## src/rtl/hs_ssl.sv

```systemverilog
// Two-stage pipelined 32-bit MIPS barrel shifter for SLL/SRL/SRA/ROTR and their variable forms.
// Stage 1 shifts by sa[4:3]*8, stage 2 by sa[2:0]; the result is registered with valid and zero.
module hs_ssl #(
    parameter int unsigned WIDTH = 32,
    parameter int unsigned SAW   = 5
) (
    input  logic             clk,
    input  logic             rst,
    input  logic             in_valid,
    input  logic [1:0]       op,
    input  logic             shamt_var,
    input  logic [SAW-1:0]   shamt,
    input  logic [WIDTH-1:0] rs,
    input  logic [WIDTH-1:0] rt,
    output logic             out_valid,
    output logic [WIDTH-1:0] result,
    output logic             zero
);

    localparam logic [1:0] OpSll  = 2'b00;
    localparam logic [1:0] OpRotr = 2'b01;
    localparam logic [1:0] OpSrl  = 2'b10;
    localparam logic [1:0] OpSra  = 2'b11;

    // SRA fills from d[WIDTH-1]; after stage 1 that bit still equals the original rt[31].
    function automatic logic [WIDTH-1:0] shift_fn(input logic [WIDTH-1:0] d,
                                                  input logic [SAW-1:0]   amt,
                                                  input logic [1:0]       o);
        logic [2*WIDTH-1:0] rot;
        logic [WIDTH-1:0]   sh;
        rot = {d, d} >> amt;
        sh  = '0;
        unique case (o)
            OpSll:   sh = d << amt;
            OpRotr:  sh = rot[WIDTH-1:0];
            OpSrl:   sh = d >> amt;
            OpSra:   sh = $signed(d) >>> amt;
            default: sh = d;
        endcase
        return sh;
    endfunction

    logic [SAW-1:0]   sa;
    logic [SAW-1:0]   amt1;
    logic [SAW-1:0]   amt2;
    logic [WIDTH-1:0] s1_data_d;
    logic [WIDTH-1:0] res_d;

    logic             s1_valid_q;
    logic [1:0]       s1_op_q;
    logic [2:0]       s1_sa_lo_q;
    logic [WIDTH-1:0] s1_data_q;
    logic             out_valid_q;
    logic [WIDTH-1:0] result_q;
    logic             zero_q;

    logic unused_rs;
    assign unused_rs = ^rs[WIDTH-1:SAW];

    always_comb begin
        sa        = shamt_var ? rs[SAW-1:0] : shamt;
        amt1      = {sa[SAW-1:3], 3'b000};
        amt2      = {{(SAW-3){1'b0}}, s1_sa_lo_q};
        s1_data_d = shift_fn(rt, amt1, op);
        res_d     = shift_fn(s1_data_q, amt2, s1_op_q);
    end

    always_ff @(posedge clk or posedge rst) begin
        if (rst) begin
            s1_valid_q  <= 1'b0;
            s1_op_q     <= 2'b00;
            s1_sa_lo_q  <= 3'b000;
            s1_data_q   <= '0;
            out_valid_q <= 1'b0;
            result_q    <= '0;
            zero_q      <= 1'b0;
        end else begin
            s1_valid_q <= in_valid;
            if (in_valid) begin
                s1_op_q    <= op;
                s1_sa_lo_q <= sa[2:0];
                s1_data_q  <= s1_data_d;
            end
            out_valid_q <= s1_valid_q;
            if (s1_valid_q) begin
                result_q <= res_d;
            end
            zero_q <= s1_valid_q && (res_d == '0);
        end
    end

    assign out_valid = out_valid_q;
    assign result    = result_q;
    assign zero      = zero_q;

endmodule

```

## config.mk

```make
export PLATFORM = sky130hd
export DESIGN_NAME = hs_ssl
export DESIGN_NICKNAME = d
export VERILOG_FILES = /design/src/rtl/hs_ssl.sv
export SDC_FILE = /design/constraint.sdc
export NUM_CORES = 1
export LEC_CHECK = 0
export ABC_AREA = 1
export ABC_CLOCK_PERIOD_IN_PS = 4100
export CORE_MARGIN = 5
export CORE_UTILIZATION = 25
export CTS_BUF_LIST = sky130_fd_sc_hd__clkbuf_16
export DETAILED_ROUTE_END_ITERATION = 8
export GPL_TIMING_DRIVEN = 0
export SETUP_SLACK_MARGIN = 0.3
export SLEW_MARGIN = 40
export SYNTH_ARGS = -nofsm -noshare
export SYNTH_HDL_FRONTEND = slang
export SYNTH_SLANG_ARGS = --single-unit
```

## constraint.sdc

```tcl
create_clock -name clk -period 4.1 [get_ports clk]
set_input_delay 0.41 -clock clk [delete_from_list [all_inputs] [get_ports clk]]
set_output_delay 0.41 -clock clk [all_outputs]
set_load 0.02 [all_outputs]
```

### Word-level counts from Yosys, hierarchy flattened

Index checks and enable logic that the tools add are counted.

| operators by class | value |
|---|---|
| equality and inequality tests | 6 |
| muxes and demuxes | 3 |
| shift operators | 8 |
| reduce and logical (&&, ||, !) cells | 4 |

Operators by type and width:

| cell | number |
|---|---|
| $pmux W32 S4 | 2 |
| $shr A64 B3 Y32 | 1 |
| $shr A64 B5 Y32 | 1 |
| $logic_not A32 Y1 | 1 |
| $shl A32 B3 Y32 | 1 |
| $shl A32 B5 Y32 | 1 |
| $shr A32 B3 Y32 | 1 |
| $shr A32 B5 Y32 | 1 |
| $sshr A32 B3 Y32 | 1 |
| $sshr A32 B5 Y32 | 1 |
| $eq A2 B2 Y1 const B | 4 |
| $mux W5 | 1 |
| $eq A2 B1 Y1 const B | 2 |
| $logic_not A2 Y1 | 2 |
| $logic_and A1 B1 Y1 | 1 |

| storage, ports and cells | value |
|---|---|
| output and inout port bits | 34 |
| register bits after elaboration | 72 |
| input port bits | 75 |
| word-level logic and storage cells | 28 |

### Depth between registers and ports, before layout

Gate-level depths: netlist of the first run.

| logic depth | value |
|---|---|
| depth in word-level cells | 4 |
| gate-level depth with buffers | 16 |
| mapped depth without buffers | 15 |

### Worst setup path after synthesis of the first run

Ideal clock, no wire load.

| timing path | value |
|---|---|
| path kind | register to register |
| start point | register s1_op_q[0] |
| end point | register zero_q (netlist: zero) |
| slack | 2,269 ps |
| cell stages (with the launch flop) | 16 |
| path buffers | 2 |
| setup time | 69 ps |
| data required time | 4,031 ps |
| clock period less this slack | 1,831 ps |
| arrival | 1,762 ps |
| cells stage by stage | dfrtp_1 inv_1 ha_1 buf_2 nor2_1 nor2_2 buf_2 nand3_1 nand2_1 nor2_1 nand2_1 nor2_1 nand2_1 nor2_1 nand2_1 nor2_2 |

| between the ends | value |
|---|---|
| longest elaborated chain between the ends | 4 |
| elaborated cells between the ends (all ways) | 7 |
| those cells by class | 3 x eq/ne; 1 x mux; 3 x reduce/logical |

Ends and longest elaborated chain:

| what | line | RTL |
|---|---|---|
| from (decl) | 50 | `logic [1:0] s1_op_q;` |
| from (signal assigned) | 80 | `s1_op_q <= op;` |
| $eq A2 B2 Y1 (tied with other cells) | 33 | `unique case (o)` |
| $pmux W32 S4 (*) | 33 |  |
| $logic_not A32 Y1 (*) | 88 | `zero_q <= s1_valid_q && (res_d == '0);` |
| $logic_and A1 B1 Y1 (*) | 88 |  |
| to (signal assigned) | 88 |  |
| to (decl) | 55 | `logic zero_q;` |

Every way passes the cells marked *; elsewhere a longest branch is shown, timed or not.
A chain may end at the register's enable or synchronous reset.

### Worst setup path after layout of the first run

| timing path | value |
|---|---|
| start point | input op[1] |
| end point | register s1_data_q[9] |

| between the ends | value |
|---|---|
| longest elaborated chain between the ends | 2 |
| elaborated cells between the ends (all ways) | 5 |
| those cells by class | 3 x eq/ne; 1 x mux; 1 x reduce/logical |

Ends and longest elaborated chain:

| what | line | RTL |
|---|---|---|
| from (decl) | 10 | `input logic [1:0] op,` |
| $eq A2 B2 Y1 (tied with other cells) | 33 |  |
| $pmux W32 S4 (*) | 33 |  |
| to (signal assigned) | 82 | `s1_data_q <= s1_data_d;` |
| to (decl) | 52 | `logic [WIDTH-1:0] s1_data_q;` |

Marks and branches as above.

==> out/metrics.csv, run 1 <==
stage,metric,value,unit
cts,cts.path.max_buffers,2,
logic_synthesis,seq_area_frac_synth,26.3,%
logic_synthesis,ys.flop_type,dfrtp_1,
grt,grt.overflow.total,0,
cts,clock-root-buffer,clkbuf_16,
worst_setup_path,timing.rr.end,zero,
logic_synthesis,postSynthAreaPerCell,5.87,um2
layout,layout.cells.non_filler,1604,
sta,finalSetupViolations,0,
logic_synthesis,synth_edf_count,0,
worst_setup_path,ff2ff_setup_slack,1470,ps
min_path,hold_end,out_valid,
sta,hold_violations,0,
sta,fin_crit,2860,ps
grt,grt_pass1_wl,48100,um
layout,nNetsFinal,1340,
sta,rsz0062_at_grt,false,
grt,grt_start_max_net_pins,42,
drt,detail_route.wl_per_cell,19.5,um
die,die_area,30800,um2
logic_synthesis,async_flop_share,100,%
cts,numCtsBuffers,9,
sta,layout_setup_ws,1240,ps
layout,antenna_cells,0,
run_status,run_status,completed,
logic_synthesis,synth-adder-area-share,1.10,%
logic_synthesis,synth_compound_area_share,20.4,%
die,core,27000,um2
power_and_ir_drop,total_power,3.23,mW
sta,fmax,350,MHz
logic_synthesis,syn_nets,1247,
drt,drtIter0Drc,912,
die,die_height,176,um
drt,detail-route-antenna-nets,0,
sta,worst_pin_slew,829,ps
cts,path_clk_slew,50,ps
place,dp.cells,1589,
sta,slew_viol_final,0,
cts,htree_levels,3,
layout,post-route-util,31.0,%
layout,drive_gt1_share,7.36,%
grt,grt_pass1_vias,8235,
place,gp_congestion,0.968,
logic_synthesis,synth-xor-area-share,0,%
worst_setup_path,endpoint_kind,register,
power_and_ir_drop,p_leak,3.94,nW
logic_synthesis,yosysUniqueCellTypes,31,
power_and_ir_drop,pwr_density_cell,386,nW/um2
drt,wl,31300,um
logic_synthesis,muxShareOfSynthArea,0,%
die,die_w,176,um
min_path,hold_class,reg2reg,
worst_setup_path,reg2reg_from,s1_op_q[0],
worst_setup_path,start_kind,primary input,
grt,antenna_found_initial,0,
cts,clock_latency,340,ps
logic_synthesis,yosys.area_share.simple,42.3,%
min_path,whs_path_depth,0,
worst_setup_path,cp_cell_sequence,"clkdlybuf4s50_1, inv_1, ha_1, inv_1, clkbuf_1, clkbuf_1, a21oi_1, o21ai_0, a21oi_1",
place,dp_hpwl,25600,um
worst_setup_path,slowest_stage,clkdlybuf4s50_1,
logic_synthesis,yosys_warnings,0,
cts,cts_setup_buffers,0,
logic_synthesis,netlist_instances,1166,
logic_synthesis,synth_top_family_by_area,simple AND/OR/NAND/NOR gates,
cts,ctsHoldBuffers,0,
drt,vias,8581,
drt,dr.pass1.iters,6,
cts,cts_sinks,72,
worst_setup_path,worstPathRequired,4300,ps
sta,skew,5.82,ps
logic_synthesis,ys_seq_elements,72,
run,maxCapViolCount,0,
worst_setup_path,r2r_cells,16,
worst_setup_path,cp_max_fo,10,
die,io-pin-count,109,
place,post-place-ws,918,ps
layout,syn2layout_area_growth,22.2,%
grt,grtUsageTotal,20.0,%
worst_setup_path,slowest_delay,580,ps
min_path,hp-start,s1_valid_q,
sta,period_share,69.7,%
worst_setup_path,worstSetupPathType,in2reg,
die,std_cell_rows,60,
die,initial_core_util,25.4,%
cts,postCtsResizedCells,0,
worst_setup_path,cp.arrival,3060,ps
sta,relSlewSlack,44.7,%
power_and_ir_drop,irDropWorstVdd,0.130,mV
place,io_buffers,81,
drt,via_per_inst,5.35,
drt,route.detailed.drc,0,
sta,setup_tns,0,ps
cts,cts_tree,done,
logic_synthesis,syn-cell-area,6850,um2
-- cells in the mapped netlist, types with 7 or more instances --
master    number  area share, %
nand2_1      344             19
nand3_1      203             15
nor2_1       106            5.8
o21ai_0       91            6.7
a21oi_1       75            5.5
dfrtp_1       72             26
inv_1         64            3.5
buf_2         34            2.5
clkbuf_1      31            1.7
a31oi_1       23            2.1
nand2_2       20            1.8
o21ai_1       13           0.95
inv_2         12           0.66
o22ai_1       12            1.1
o211ai_1       9           0.99
a221oi_1       7           0.90
o21a_1         7           0.77
o21bai_1       7           0.77
-- per-stage QoR --
step           hold slack, ps  area (um2)
3_3_place_gp              360        8090
5_1_grt                   402        8370
4_1_cts                   380        8370
3_5_place_dp              366        8110
6_report                  377        8370
2_1_floorplan             352        6850
-- state kept, by name (all words and copies together) (netlist names) --
register and count:
s1_sa_lo_q 3, zero 1, out_valid 1, result 32, s1_valid_q 1, s1_data_q 32, s1_op_q 2
-- power breakdown --
part / switching, mW / leakage, nW / internal (mW)
clock network: 0.295 / 0.125 / 0.397
registers: 0.104 / 0.866 / 0.835
logic: 1.05 / 2.95 / 0.547
-- metal layers --
layer  vias to the layer above  share of wire [%]  GRT usage [%]
met5                         -                  0              0
met4                         0                4.4           8.84
met3                        73                6.7           2.32
li1                       4089                  -              -
met2                       406                 46           33.2
met1                      4013                 43           26.1
-- cell type report --
class,count,area (um2)
Buffer,75,373
Clock buffer,9,225
Clock inverter,6,30.0
Fill cell,3086,18600
Inverter,80,308
Multi-Input combinational cell,939,4370
Sequential cell,72,1800
Tap cell,341,427
Timing Repair Buffer,82,831
-- worst max-delay path: cells and delay by family --
family,cells,cell delay [ps]
AO/OA/AOI/OAI,3,630
buffers and inverters,5,1640
adder cells (fa/ha/maj),1,370
-- logic make-up (layout without fill, tap and decap cells) --
group / Yosys count / in the layout
adder cells (fa/ha/maj): 6 / 6
AO/OA/AOI/OAI: 249 / 249
flip-flops: 72 / 72
AND/OR/NAND/NOR: 684 / 684
buffers and inverters: 155 / 252
-- cell usage in the layout, fill, tap and decap left out, drive strengths merged --
cell / n
a21o: 1
o221a: 1
and2: 4
o21ai: 104
o21bai: 7
buf: 45
a221oi: 7
o211ai: 9
o22a: 1
clkinv: 5
inv: 79
nand4: 2
a32o: 2
nand2: 364
a21oi: 75
o22ai: 12
o21a: 7
ha: 6
a31oi: 23
clkinvlp: 2
clkbuf: 40
dfrtp: 72
clkdlybuf4s50: 81
nand3: 203
nor2: 111
-- how the worst max path moves through the flow --
stage / start / to / slack [ps] / cells past startpoint
floorplan: rst / out_valid / 1870 / 1
global placement: rst / s1_data_q[18] / 630 / 2
detailed placement: op[1] / s1_data_q[9] / 920 / 9
CTS: op[1] / s1_data_q[9] / 1280 / 9
global route: op[0] / s1_data_q[10] / 1160 / 9
finish: op[1] / s1_data_q[9] / 1240 / 9
Note: power is estimated with default switching activity, not from simulation.
==> run 2: changes to the inputs <==
--- a/config.mk
+++ b/config.mk
@@ -6,7 +6,7 @@
 export NUM_CORES = 1
 export LEC_CHECK = 0
 export ABC_AREA = 1
-export ABC_CLOCK_PERIOD_IN_PS = 4100
+export ABC_CLOCK_PERIOD_IN_PS = 2500
 export CORE_MARGIN = 5
 export CORE_UTILIZATION = 25
 export CTS_BUF_LIST = sky130_fd_sc_hd__clkbuf_16
==> constraint.sdc (replaced) <==
create_clock -name clk -period 2.5 [get_ports clk]
set_input_delay 0.25 -clock clk [delete_from_list [all_inputs] [get_ports clk]]
set_output_delay 0.25 -clock clk [all_outputs]
set_load 0.02 [all_outputs]
==> run 2 against run 1 <==
Effect of this change:
- clock-buffer cell count did not move
- design area rose by 4.9%
- clock power rose by 65%
- clock skew barely moved
- critical path depth rose by 6
- combinational power rose by 76%
- sequential power rose by 65%
- wire length rose by 2.0%
- die area did not move
- power rose by 70%
- first-iteration DRC count rose by 11%
==> out/metrics.csv, run 2 (synthesis gave the netlist of run 1 again) <==
stage,metric,value,unit
run_status,run_status,completed,
power_and_ir_drop,total_power,5.50,mW
layout,antenna_cells,0,
layout,nNetsFinal,1352,
worst_setup_path,endpoint_kind,register,
die,die_w,176,um
layout,final-seq-area,1800,um2
layout,final_common_cell,nand2_1,
sta,rsz0062_at_grt,false,
cts,htree_levels,3,
sta,hold_violations,0,
sta,fmax,476,MHz
die,io-pin-count,109,
sta,finalSetupViolations,0,
grt,grt_pass1_wl,48300,um
layout,layout_common_cells,"nand2_1, nand3_1, nor2_1",
sta,fin_crit,2100,ps
drt,route.detailed.drc,0,
sta,worst_pin_slew,649,ps
grt,grt_start_max_net_pins,42,
worst_setup_path,r2r_cells,15,
die,die_height,176,um
drt,detail-route-antenna-nets,0,
sta,period_share,84.1,%
drt,via_per_inst,5.39,
sta,relSlewSlack,56.7,%
cts,cts_sinks,72,
worst_setup_path,cp.arrival,2380,ps
cts,path_clk_slew,60,ps
power_and_ir_drop,p_leak,4.10,nW
die,std_cell_rows,60,
grt,antenna_found_initial,0,
die,initial_core_util,25.4,%
sta,skew,6.03,ps
cts,cts_tree,done,
worst_setup_path,ff2ff_setup_slack,400,ps
worst_setup_path,worstPathRequired,2780,ps
place,post-place-ws,-522,ps
worst_setup_path,cp_max_fo,10,
die,core,27000,um2
cts,clock-root-buffer,clkbuf_16,
layout,syn2layout_area_growth,28.2,%
min_path,hold_class,in2async,
cts,cts.path.max_buffers,2,
sta,slew_viol_final,0,
drt,detail_route.wl_per_cell,19.8,um
place,dp_hpwl,25600,um
drt,vias,8703,
power_and_ir_drop,pwr_density_cell,626,nW/um2
cts,numCtsBuffers,9,
worst_setup_path,reg2reg_from,s1_sa_lo_q[1],
place,io_buffers,81,
drt,dr.pass1.iters,5,
power_and_ir_drop,irDropWorstVdd,0.215,mV
layout,nFillCells,3043,
cts,clock_latency,340,ps
sta,setup_tns,0,ps
grt,grtUsageTotal,20.1,%
drt,drtIter0Drc,1015,
sta,layout_setup_ws,397,ps
sta,whs,248,ps
layout,multiInputGateArea,4570,um2
worst_setup_path,timing.rr.end,zero,
grt,grt.overflow.total,0,
worst_setup_path,start_kind,register,
place,gp_congestion,0.968,
layout,post-route-util,32.6,%
run,maxCapViolCount,0,
worst_setup_path,worstSetupPathType,reg2reg,
layout,drive_gt1_share,13.3,%
drt,wl,32000,um
die,die_area,30800,um2
grt,grt_pass1_vias,8263,
## run 2: worst max-delay path by stage
stage          cells after the start  slack (ps)          start             to
2_1_floorplan                      1         430            rst      out_valid
3_3_place_gp                       2        -810            rst  s1_data_q[18]
3_5_place_dp                       9        -520          op[1]   s1_data_q[9]
4_1_cts                            9         160          op[1]   s1_data_q[9]
5_1_grt                           11         300          op[0]  s1_data_q[15]
6_report                          15         400  s1_sa_lo_q[1]           zero
## run 2: layer usage
layer | share of wire, % | GRT usage (%)
met1 | 43 | 26.3
met5 | 0 | 0
met4 | 4.9 | 8.97
met3 | 6.7 | 2.30
met2 | 46 | 33.3
## run 2: area by class of cell
| cell class | instances | share of cell area, % |
|---|---|---|
| multi-input combinational | 940 | 52.1 |
| sequential | 72 | 20.5 |
| timing repair buffer | 93 | 10.4 |
| buffer | 75 | 5.46 |
| tap | 341 | 4.86 |
| inverter | 80 | 3.75 |
| clock buffer | 9 | 2.57 |
| clock inverter | 6 | 0.342 |
## run 2: timing repair
action,CTS,global route
setup endpoints to repair,32,31
gates resized for setup,37,103
hold buffers,0,0
cloned,0,2
buffers inserted,2,8
pin swaps,4,9
## run 2: per-stage QoR
stage               cells  instance area, um2
finish               1616                8780
global route         1616                8780
CTS                  1606                8470
detailed placement   1589                8110
global placement     1588                8090
floorplan            1166                6850
## run 2: worst max-delay path, cell delays in order, from the launching register on
cell	delay, ps
dfrtp_1	360
buf_2	170
inv_4	120
buf_6	160
nand3_1	140
nand2_1	120
nand2_1	130
nand3_1	140
nand2_1	70
nor2_2	90
nand2_1	70
nor2_2	140
nand2_1	80
nor2_2	110
nand2_1	70
nor2_2	70
## run 2: power breakdown
group / leakage (nW) / internal [mW] / total (mW) / switching [mW]
combinational: 3.11 / 1.00 / 2.81 / 1.81
sequential: 0.866 / 1.37 / 1.55 / 0.177
clock: 0.125 / 0.651 / 1.14 / 0.486
total: 4.10 / 3.02 / 5.50 / 2.48
